--- src/rtl/seg7_pkg.sv ---
// Shared 7-segment definitions: abcdefg patterns (bit 6 = a, active-high)
// and the frame assembler state encoding.
package seg7_pkg;

  localparam logic [6:0] SEG_0     = 7'h7E;
  localparam logic [6:0] SEG_1     = 7'h30;
  localparam logic [6:0] SEG_2     = 7'h6D;
  localparam logic [6:0] SEG_3     = 7'h79;
  localparam logic [6:0] SEG_4     = 7'h33;
  localparam logic [6:0] SEG_5     = 7'h5B;
  localparam logic [6:0] SEG_6     = 7'h5F;
  localparam logic [6:0] SEG_7     = 7'h70;
  localparam logic [6:0] SEG_8     = 7'h7F;
  localparam logic [6:0] SEG_9     = 7'h7B;
  localparam logic [6:0] SEG_A     = 7'h77;
  localparam logic [6:0] SEG_B     = 7'h1F;
  localparam logic [6:0] SEG_C     = 7'h4E;
  localparam logic [6:0] SEG_D     = 7'h3D;
  localparam logic [6:0] SEG_E     = 7'h4F;
  localparam logic [6:0] SEG_F     = 7'h47;
  localparam logic [6:0] SEG_BLANK = 7'h00;

  typedef enum logic {
    ST_COLLECT  = 1'b0,
    ST_COMPLETE = 1'b1
  } asm_state_e;

endpackage

--- src/rtl/seg7_scan_encoder_if.sv ---
// Frame output stream of the scan encoder: assembled value plus error flag
// on valid/ready, with the overflow pulse alongside.
interface seg7_scan_encoder_if #(
  parameter int DIGITS = 4
);
  logic [4*DIGITS-1:0] value;
  logic                err;
  logic                valid;
  logic                ready;
  logic                overflow;

  modport master (output value, output err, output valid, output overflow, input ready);
  modport slave  (input value, input err, input valid, input overflow, output ready);
endinterface

--- src/rtl/seg7_pattern_to_hex.sv ---
// Combinational reverse decoder: maps a 7-segment pattern back to its hex
// nibble, flagging anything that is not one of the 16 glyphs.
module seg7_pattern_to_hex
  import seg7_pkg::*;
(
  input  logic [6:0] pattern,
  output logic [3:0] nibble,
  output logic       invalid
);

  always_comb begin
    nibble  = 4'h0;
    invalid = 1'b0;
    case (pattern)
      SEG_0:   nibble = 4'h0;
      SEG_1:   nibble = 4'h1;
      SEG_2:   nibble = 4'h2;
      SEG_3:   nibble = 4'h3;
      SEG_4:   nibble = 4'h4;
      SEG_5:   nibble = 4'h5;
      SEG_6:   nibble = 4'h6;
      SEG_7:   nibble = 4'h7;
      SEG_8:   nibble = 4'h8;
      SEG_9:   nibble = 4'h9;
      SEG_A:   nibble = 4'hA;
      SEG_B:   nibble = 4'hB;
      SEG_C:   nibble = 4'hC;
      SEG_D:   nibble = 4'hD;
      SEG_E:   nibble = 4'hE;
      SEG_F:   nibble = 4'hF;
      default: invalid = 1'b1;
    endcase
  end

endmodule

--- src/rtl/seg7_scan_encoder.sv ---
// Watches a multiplexed 7-segment bus, debounces each digit dwell, decodes it
// and hands complete frames out through a one-deep valid/ready buffer.
module seg7_scan_encoder
  import seg7_pkg::*;
#(
  parameter int DIGITS        = 4,
  parameter int STABLE_CYCLES = 4
) (
  input  logic                 clk,
  input  logic                 rst_n,
  input  logic [6:0]           seg_i,
  input  logic [DIGITS-1:0]    dig_en_i,
  seg7_scan_encoder_if.master  frame
);

  localparam logic [7:0] STABLE_MAX = 8'(STABLE_CYCLES);

  logic [6:0]          samp_seg;
  logic [DIGITS-1:0]   samp_en;
  logic [7:0]          count, count_next;
  logic                dwell, dwell_next;
  logic                same, en_onehot, capture;
  logic [3:0]          nibble;
  logic                invalid;

  asm_state_e          state, state_next;
  logic [4*DIGITS-1:0] slots, slots_next;
  logic [DIGITS-1:0]   captured, captured_next;
  logic [DIGITS-1:0]   slot_err, slot_err_next;
  logic [4*DIGITS-1:0] value_next;
  logic                err_next, valid_next, overflow_next;

  seg7_pattern_to_hex u_decode (
    .pattern (samp_seg),
    .nibble  (nibble),
    .invalid (invalid)
  );

  assign same      = (seg_i == samp_seg) && (dig_en_i == samp_en);
  assign en_onehot = (dig_en_i != '0) && ((dig_en_i & (dig_en_i - DIGITS'(1))) == '0);
  // Count reaches its ceiling only for a one-hot sample, so capture can trust samp_en.
  assign capture   = (count == STABLE_MAX) && !dwell;

  always_comb begin
    count_next = en_onehot ? 8'd1 : 8'd0;
    if (same && en_onehot)
      count_next = (count == STABLE_MAX) ? count : count + 8'd1;
    dwell_next = !same ? 1'b0 : (capture ? 1'b1 : dwell);
  end

  always_ff @(posedge clk or negedge rst_n) begin
    if (!rst_n) begin
      samp_seg <= '0;
      samp_en  <= '0;
      count    <= '0;
      dwell    <= 1'b0;
    end else begin
      samp_seg <= seg_i;
      samp_en  <= dig_en_i;
      count    <= count_next;
      dwell    <= dwell_next;
    end
  end

  // COMPLETE is entered on the same edge as the last capture, so the handoff
  // happens one edge later and the slots are free again for the next scan.
  always_comb begin
    slots_next    = slots;
    captured_next = captured;
    slot_err_next = slot_err;
    value_next    = frame.value;
    err_next      = frame.err;
    valid_next    = frame.valid;
    overflow_next = 1'b0;

    if (frame.valid && frame.ready)
      valid_next = 1'b0;

    if (state == ST_COMPLETE) begin
      if (!frame.valid || frame.ready) begin
        value_next = slots;
        err_next   = |slot_err;
        valid_next = 1'b1;
      end else begin
        overflow_next = 1'b1;
      end
      slots_next    = '0;
      captured_next = '0;
      slot_err_next = '0;
    end

    if (capture) begin
      for (int i = 0; i < DIGITS; i++) begin
        if (samp_en[i]) begin
          slots_next[4*i +: 4] = nibble;
          captured_next[i]     = 1'b1;
          slot_err_next[i]     = invalid;
        end
      end
    end

    state_next = (&captured_next) ? ST_COMPLETE : ST_COLLECT;
  end

  always_ff @(posedge clk or negedge rst_n) begin
    if (!rst_n) begin
      state          <= ST_COLLECT;
      slots          <= '0;
      captured       <= '0;
      slot_err       <= '0;
      frame.value    <= '0;
      frame.err      <= 1'b0;
      frame.valid    <= 1'b0;
      frame.overflow <= 1'b0;
    end else begin
      state          <= state_next;
      slots          <= slots_next;
      captured       <= captured_next;
      slot_err       <= slot_err_next;
      frame.value    <= value_next;
      frame.err      <= err_next;
      frame.valid    <= valid_next;
      frame.overflow <= overflow_next;
    end
  end

endmodule

--- src/flat_wrapper.sv ---
// flat-port wrapper written by rule: the top's interface ports become plain ports
module seg7_scan_encoder_flat import seg7_pkg::*;
#(
  parameter int DIGITS        = 4,
  parameter int STABLE_CYCLES = 4
)
  (clk, rst_n, seg_i, dig_en_i, frame_value, frame_err, frame_valid, frame_overflow, frame_ready);
  seg7_scan_encoder_if #(.DIGITS(DIGITS)) frame_i ();
  input  logic clk;
  input  logic rst_n;
  input  logic [6:0] seg_i;
  input  logic [DIGITS-1:0] dig_en_i;
  output wire logic [$bits(frame_i.value)-1:0] frame_value;
  output wire logic [$bits(frame_i.err)-1:0] frame_err;
  output wire logic [$bits(frame_i.valid)-1:0] frame_valid;
  output wire logic [$bits(frame_i.overflow)-1:0] frame_overflow;
  input wire logic [$bits(frame_i.ready)-1:0] frame_ready;
  assign frame_value = frame_i.value;
  assign frame_err = frame_i.err;
  assign frame_valid = frame_i.valid;
  assign frame_overflow = frame_i.overflow;
  assign frame_i.ready = frame_ready;
  seg7_scan_encoder #(.DIGITS(DIGITS), .STABLE_CYCLES(STABLE_CYCLES)) u_core (.clk(clk), .rst_n(rst_n), .seg_i(seg_i), .dig_en_i(dig_en_i), .frame(frame_i));
endmodule
--- config.mk ---
export PLATFORM = sky130hd
export DESIGN_NAME = seg7_scan_encoder_flat
export DESIGN_NICKNAME = d
export VERILOG_FILES = /design/src/rtl/seg7_pkg.sv /design/src/rtl/seg7_scan_encoder_if.sv /design/src/rtl/seg7_pattern_to_hex.sv /design/src/rtl/seg7_scan_encoder.sv /design/src/flat_wrapper.sv
export SDC_FILE = /design/constraint.sdc
export NUM_CORES = 1
export LEC_CHECK = 0
export ABC_AREA = 1
export CAP_MARGIN = 10
export CORE_ASPECT_RATIO = 0.7
export CORE_UTILIZATION = 43
export DETAILED_ROUTE_END_ITERATION = 7
export GPL_TIMING_DRIVEN = 1
export MAX_ROUTING_LAYER = met4
export PLACE_DENSITY_LB_ADDON = 0.25
export SYNTH_ARGS = -nofsm -noshare
export SYNTH_HDL_FRONTEND = slang
export SYNTH_HIERARCHICAL = 1
export SYNTH_SLANG_ARGS = --single-unit
--- constraint.sdc ---
create_clock -name clk -period 3.15 [get_ports clk]
set_input_delay 0.7875 -clock clk [delete_from_list [all_inputs] [get_ports clk]]
set_output_delay 0.7875 -clock clk [all_outputs]
set_load 0.01 [all_outputs]
---- After elaboration in Yosys (flattened, before gate mapping) ----
Cells that the tools add are included.
cells by class
  reductions and logical operators ........ 14
  multiplexer cells ....................... 31
  bitwise logic cells ..................... 1
  $add $sub $neg .......................... 2
  eq/ne operators ......................... 21
operators with widths
  kind                 number
  $eq 7x7->1 const B   12
  $pmux 4 s15          1
  $mux 16              2
  $mux 4               8
  $eq 7x6->1 const B   3
  $mux 1               18
  $mux 8               2
  $reduce_or 16->1     1
  $add 8x1->8 const B  1
  $eq 8x3->1 const B   1
  $eq 7x5->1 const B   1
  $eq 7x7->1           1
  $logic_and 1x1->1    5
  $and 4x4->4          1
  $eq 4x4->1           1
  $logic_not 4->1      1
  $ne 2x2->1 const B   2
  $reduce_and 4->1     1
  $reduce_bool 4->1    1
  $reduce_or 4->1      1
  $sub 4x1->4 const B  1
  $logic_not 1->1      2
  $reduce_and 2->1     1
  $logic_or 1x1->1     1
storage, ports and cells
  input bits .............................. 14
  word-level logic and storage cells ...... 81
  register bits ........................... 64
  output and inout port bits .............. 19

---- Depth between registers and ports, before layout ----
  depth in word-level cells ............... 6
  depth in mapped cells ................... 10
  mapped depth without buffers ............ 10

---- Modules after synthesis ----
Netlist, hierarchy kept.
modules (own cells, without submodules)
  module               seq. area each (µm²)  instances  cells each  area each (µm²)
  seg7_scan_encoder    1,601.5               1          309         2,750.1
  seg7_pattern_to_hex  0.0                   1          72          325.3

---- Worst setup path after synthesis ----
OpenSTA, ideal clock, no wires.
  kind .................................... input -> register
  start point ............................. input frame_ready
  end point ............................... register u_core.frame.value[10]
  data required time ...................... 3,034 ps
  stages .................................. 7
  data arrival time ....................... 1,478 ps
  setup time .............................. 116 ps
  slack ................................... 1,556 ps
  path buffers ............................ 1
  cell sequence ........................... inv_1 nand2_1 nand2_1 inv_1 buf_2 nand2_1 nand2_1
on the way
  longest elaborated chain between the ends .. 2
ends and longest elaborated chain
  what                        RTL line                    text
  from (decl)                 flat_wrapper.sv:17          input wire logic [$bits(frame_i.ready)-1:0] frame_ready;
  $logic_or 1x1->1            seg7_scan_encoder.sv:80     if (!frame.valid || frame.ready) begin
  $reduce_and 2->1 (no line)  n/a
  to (signal assigned)        seg7_scan_encoder.sv:120    frame.value <= value_next;
  to (decl)                   seg7_scan_encoder_if.sv:12  modport master (output value, output err, output valid, output overflow, input ready);
No other way between the ends.
A chain may end at the register's enable or synchronous reset.

---- Final worst setup path ----
  start point ............................. register u_core.frame.value[12]
  end point ............................... output frame_value[12]
RTL lines
  what       RTL line            text
  to (decl)  flat_wrapper.sv:13  output wire logic [$bits(frame_i.value)-1:0] frame_value;
No word-level cell between the ends.

==> implementation parameters <==
Parameter                              Value

Timing
  Final worst clock skew ... 0.00779 ns
  Fin. max-slew vios ... 0
  Setup TNS ... 0 ns
  Remaining max-slew budget at the tightest pin ... 0.538
  Final hold violation count ... 0
  Unrepaired setup endpoints after global routing ... false
  Slew @ Worst Pin ... 0.689 ns
  Final critical-path required period ... 2.02 ns
  Final critical-path share of the clock period ... 0.642
  Final setup fails ... 0
  FMAX ... 494 MHz

Clock tree
  Post-cts repair resize count ... 0
  Clock root buffer ... sky130_fd_sc_hd__clkbuf_8
  Number of clock buffers inserted by TritonCTS ... 9
  H-tree depth ... 3
  TritonCTS clock tree ... built
  # clock sinks ... 64
  Hold buffers post-CTS ... 0
  Number of buffers inserted to repair setup after CTS ... 0
  Longest Clk Path Bufs ... 2
  Latest clock arrival within the worst-skew pair ... 0.35 ns
  Clock-pin slew on the worst setup and hold paths ... 0.08 ns

Worst setup path
  Data required time at the worst endpoint ... 2.36 ns
  Biggest cell delay along the critical path ... 0.54 ns
  Largest delay share family, worst path ... buffers and inverters
  Critical path endpoint category ... output port
  WS Path Type ... register to output port
  Worst reg-to-reg path cell count ... 8
  Reg-to-Reg End ... u_core/slot_err[2]$_DFF_PN0_
  Top fanout value on the critical path ... 2
  Flop2flop setup slack ... 1.59 ns
  Critical-path cell with the highest stage delay ... sky130_fd_sc_hd__clkdlybuf4s50_1
  Crit Reg-Reg Startpoint ... u_core/count[0]$_DFFE_PN0P_
  Cell breakdown of the critical path ... clkdlybuf4s50_1
  Signal arrival time at the worst endpoint ... 1.24 ns
  Element type at the critical path start ... register
  Buffers plus inverters on the worst setup path ... 1

Logic synthesis
  Synthesized area per cell ... 8.07 sq um
  FF+latch count, synth ... 64
  Part of the Yosys area used for sequential elements ... 0.521
  Cells after Synth ... 381
  Distinct cells, synth ... 24
  Netlist area before placement ... 3080 sq um
  Mapped Nets ... 397
  Total of warnings raised by yosys ... 6

Detailed routing
  Uppermost layer routed ... met4
  Number of DRC markers in iteration 0 ... 104
  Count of vias placed by the detailed router ... 2430
  M1 WL ... 3170 um
  Met3 wire len ... 337 um
  Met2 wire length ... 2520 um
  Number of nets with antenna violations after detailed routing ... 0
  Router iterations before antenna repair ... 5
  Detail-routed via count per cell ... 4.66
  Routed length per placed instance ... 11.7 um
  DRC errors left ... 0
  Routed Wire Length ... 6130 um

Final layout
  Layout fillers ... 649
  Most frequent cells in the layout ... 156 x sky130_fd_sc_hd__nand2_1, 64 x sky130_fd_sc_hd__dfrtp_1, 39 x sky130_fd_sc_hd__nor2_1
  Number of antenna diodes ... 0
  Area Growth Syn to Fin ... 22.5%
  Most common cell after layout, fill and taps aside ... sky130_fd_sc_hd__nand2_1
  Final layout net count ... 439
  Fraction of layout cells with a size suffix above 1 ... 0.126

Global route
  Via count of the first global-routing pass ... 2277
  Remaining global-route overflow ... 0
  Initial antenna violation count ... 0
  All-layer global routing usage ... 0.193
  Largest net degree at the start of global routing ... 30
  Global-route wire length before repair ... 10600 um

Floorplanning
  Initial Utilization ... 0.451
  Total number of placement rows ... 25
  Width of the die ... 103 um
  Boundary Pins ... 33
  DIE HEIGHT ... 72.8 um
  Area enclosed by the die boundary ... 7500 sq um
  Floorplan Core Area ... 6820 sq um

Power and ir drop
  Cell leakage power ... 1.96 nW
  Power consumption ... 1.83 mW
  Power density over the cells ... 484 nW/um^2
  VDD IR max ... 0.000379 V

Worst hold path
  Hold/Removal Path Class ... primary input to asynchronous set/reset pin

Place
  Post-DP HPWL ... 4460 um
  I/O Buffers ... 32
  Routability-driven placement congestion ratio ... 0.907

Job
  Max cap viols ... 0

Run status
  Outcome ... finished clean
[sequential cells by signal (all words and copies together), names as in the netlist, 4 cells and up]
name                cells
u_core/captured         4
u_core/count            8
u_core/frame.value     16
u_core/samp_en          4
u_core/samp_seg         7
u_core/slot_err         4
u_core/slots           16
[layout make-up]
class	instances	area, sq um	area share
sequential	64	1600	0.425
multi-input combinational	278	1330	0.352
timing repair buffer	35	338	0.0897
clock buffer	10	138	0.0365
inverter	35	131	0.0349
tap	94	118	0.0312
clock inverter	6	115	0.0306
[power breakdown]
group / switching [mW] / total (mW) / internal (mW)
clock: 0.335 / 0.886 / 0.551
combinational: 0.0598 / 0.0961 / 0.0364
sequential: 0.0137 / 0.843 / 0.830
total: 0.408 / 1.83 / 1.42
[Yosys cell counts]
cell type | count | area, sq um
sky130_fd_sc_hd__inv_2 | 5 | 18.8
sky130_fd_sc_hd__clkbuf_1 | 3 | 11.3
sky130_fd_sc_hd__clkinv_1 | 1 | 3.75
sky130_fd_sc_hd__dfrtp_1 | 64 | 1600
sky130_fd_sc_hd__nor2_1 | 39 | 146
sky130_fd_sc_hd__xnor2_1 | 6 | 52.6
sky130_fd_sc_hd__o21ai_0 | 4 | 20.0
sky130_fd_sc_hd__nand2_2 | 11 | 68.8
sky130_fd_sc_hd__buf_2 | 1 | 5.00
sky130_fd_sc_hd__nand3b_1 | 2 | 15.0
sky130_fd_sc_hd__nand2_1 | 156 | 586
sky130_fd_sc_hd__nor4_1 | 1 | 6.26
sky130_fd_sc_hd__nand3_4 | 5 | 87.6
sky130_fd_sc_hd__inv_1 | 29 | 109
sky130_fd_sc_hd__nor3_1 | 1 | 5.00
sky130_fd_sc_hd__nand4_1 | 5 | 31.3
sky130_fd_sc_hd__nor2_4 | 1 | 11.3
sky130_fd_sc_hd__nor2_8 | 1 | 20.0
sky130_fd_sc_hd__ha_1 | 2 | 25.0
sky130_fd_sc_hd__nor2_2 | 9 | 56.3
sky130_fd_sc_hd__nand2_4 | 2 | 22.5
sky130_fd_sc_hd__nand3_1 | 28 | 140
sky130_fd_sc_hd__a21oi_1 | 3 | 15.0
sky130_fd_sc_hd__xor2_1 | 2 | 17.5
[through the flow]
step	worst slack [ns]	cell area [sq um]	utilization	hold slack, ns	std cells
global placement	0.974	3510	0.515	0.454	506
CTS	1.10	3770	0.552	0.477	522
global route	1.07	3770	0.552	0.499	522
floorplan	1.56	3080	-	0.443	381
detailed placement	0.923	3510	0.515	0.460	506
finish	1.13	3770	0.552	0.474	522
[layer usage]
layer,vias up,GRT usage
met5,-,-
met4,0,0.0751
met3,9,0.0575
met2,55,0.268
met1,1103,0.264
li1,1263,-
[kinds of logic after synthesis]
kind of cell | count (synthesis) | synth area share
buf+inv | 39 | 0.0480
compound gates | 7 | 0.0114
xor+xnor | 8 | 0.0228
fa+ha+maj | 2 | 0.00814
flops | 64 | 0.521
simple gates | 261 | 0.389
[worst max-delay path by stage]
stage / cells after the start / slack (ns) / endpoint / from
3_5_place_dp: 7 / 0.92 / u_core/count[1]$_DFFE_PN0P_ / dig_en_i[0]
5_1_grt: 1 / 1.07 / frame_value[12] / u_core/frame.value[12]$_DFFE_PN0P_
6_report: 1 / 1.13 / frame_value[12] / u_core/frame.value[12]$_DFFE_PN0P_
2_1_floorplan: 7 / 1.56 / u_core/frame.value[10]$_DFFE_PN0P_ / frame_ready
3_3_place_gp: 9 / 0.97 / u_core/count[3]$_DFFE_PN0P_ / seg_i[5]
4_1_cts: 1 / 1.10 / frame_value[12] / u_core/frame.value[12]$_DFFE_PN0P_
Power figures use the tool's default switching activity.
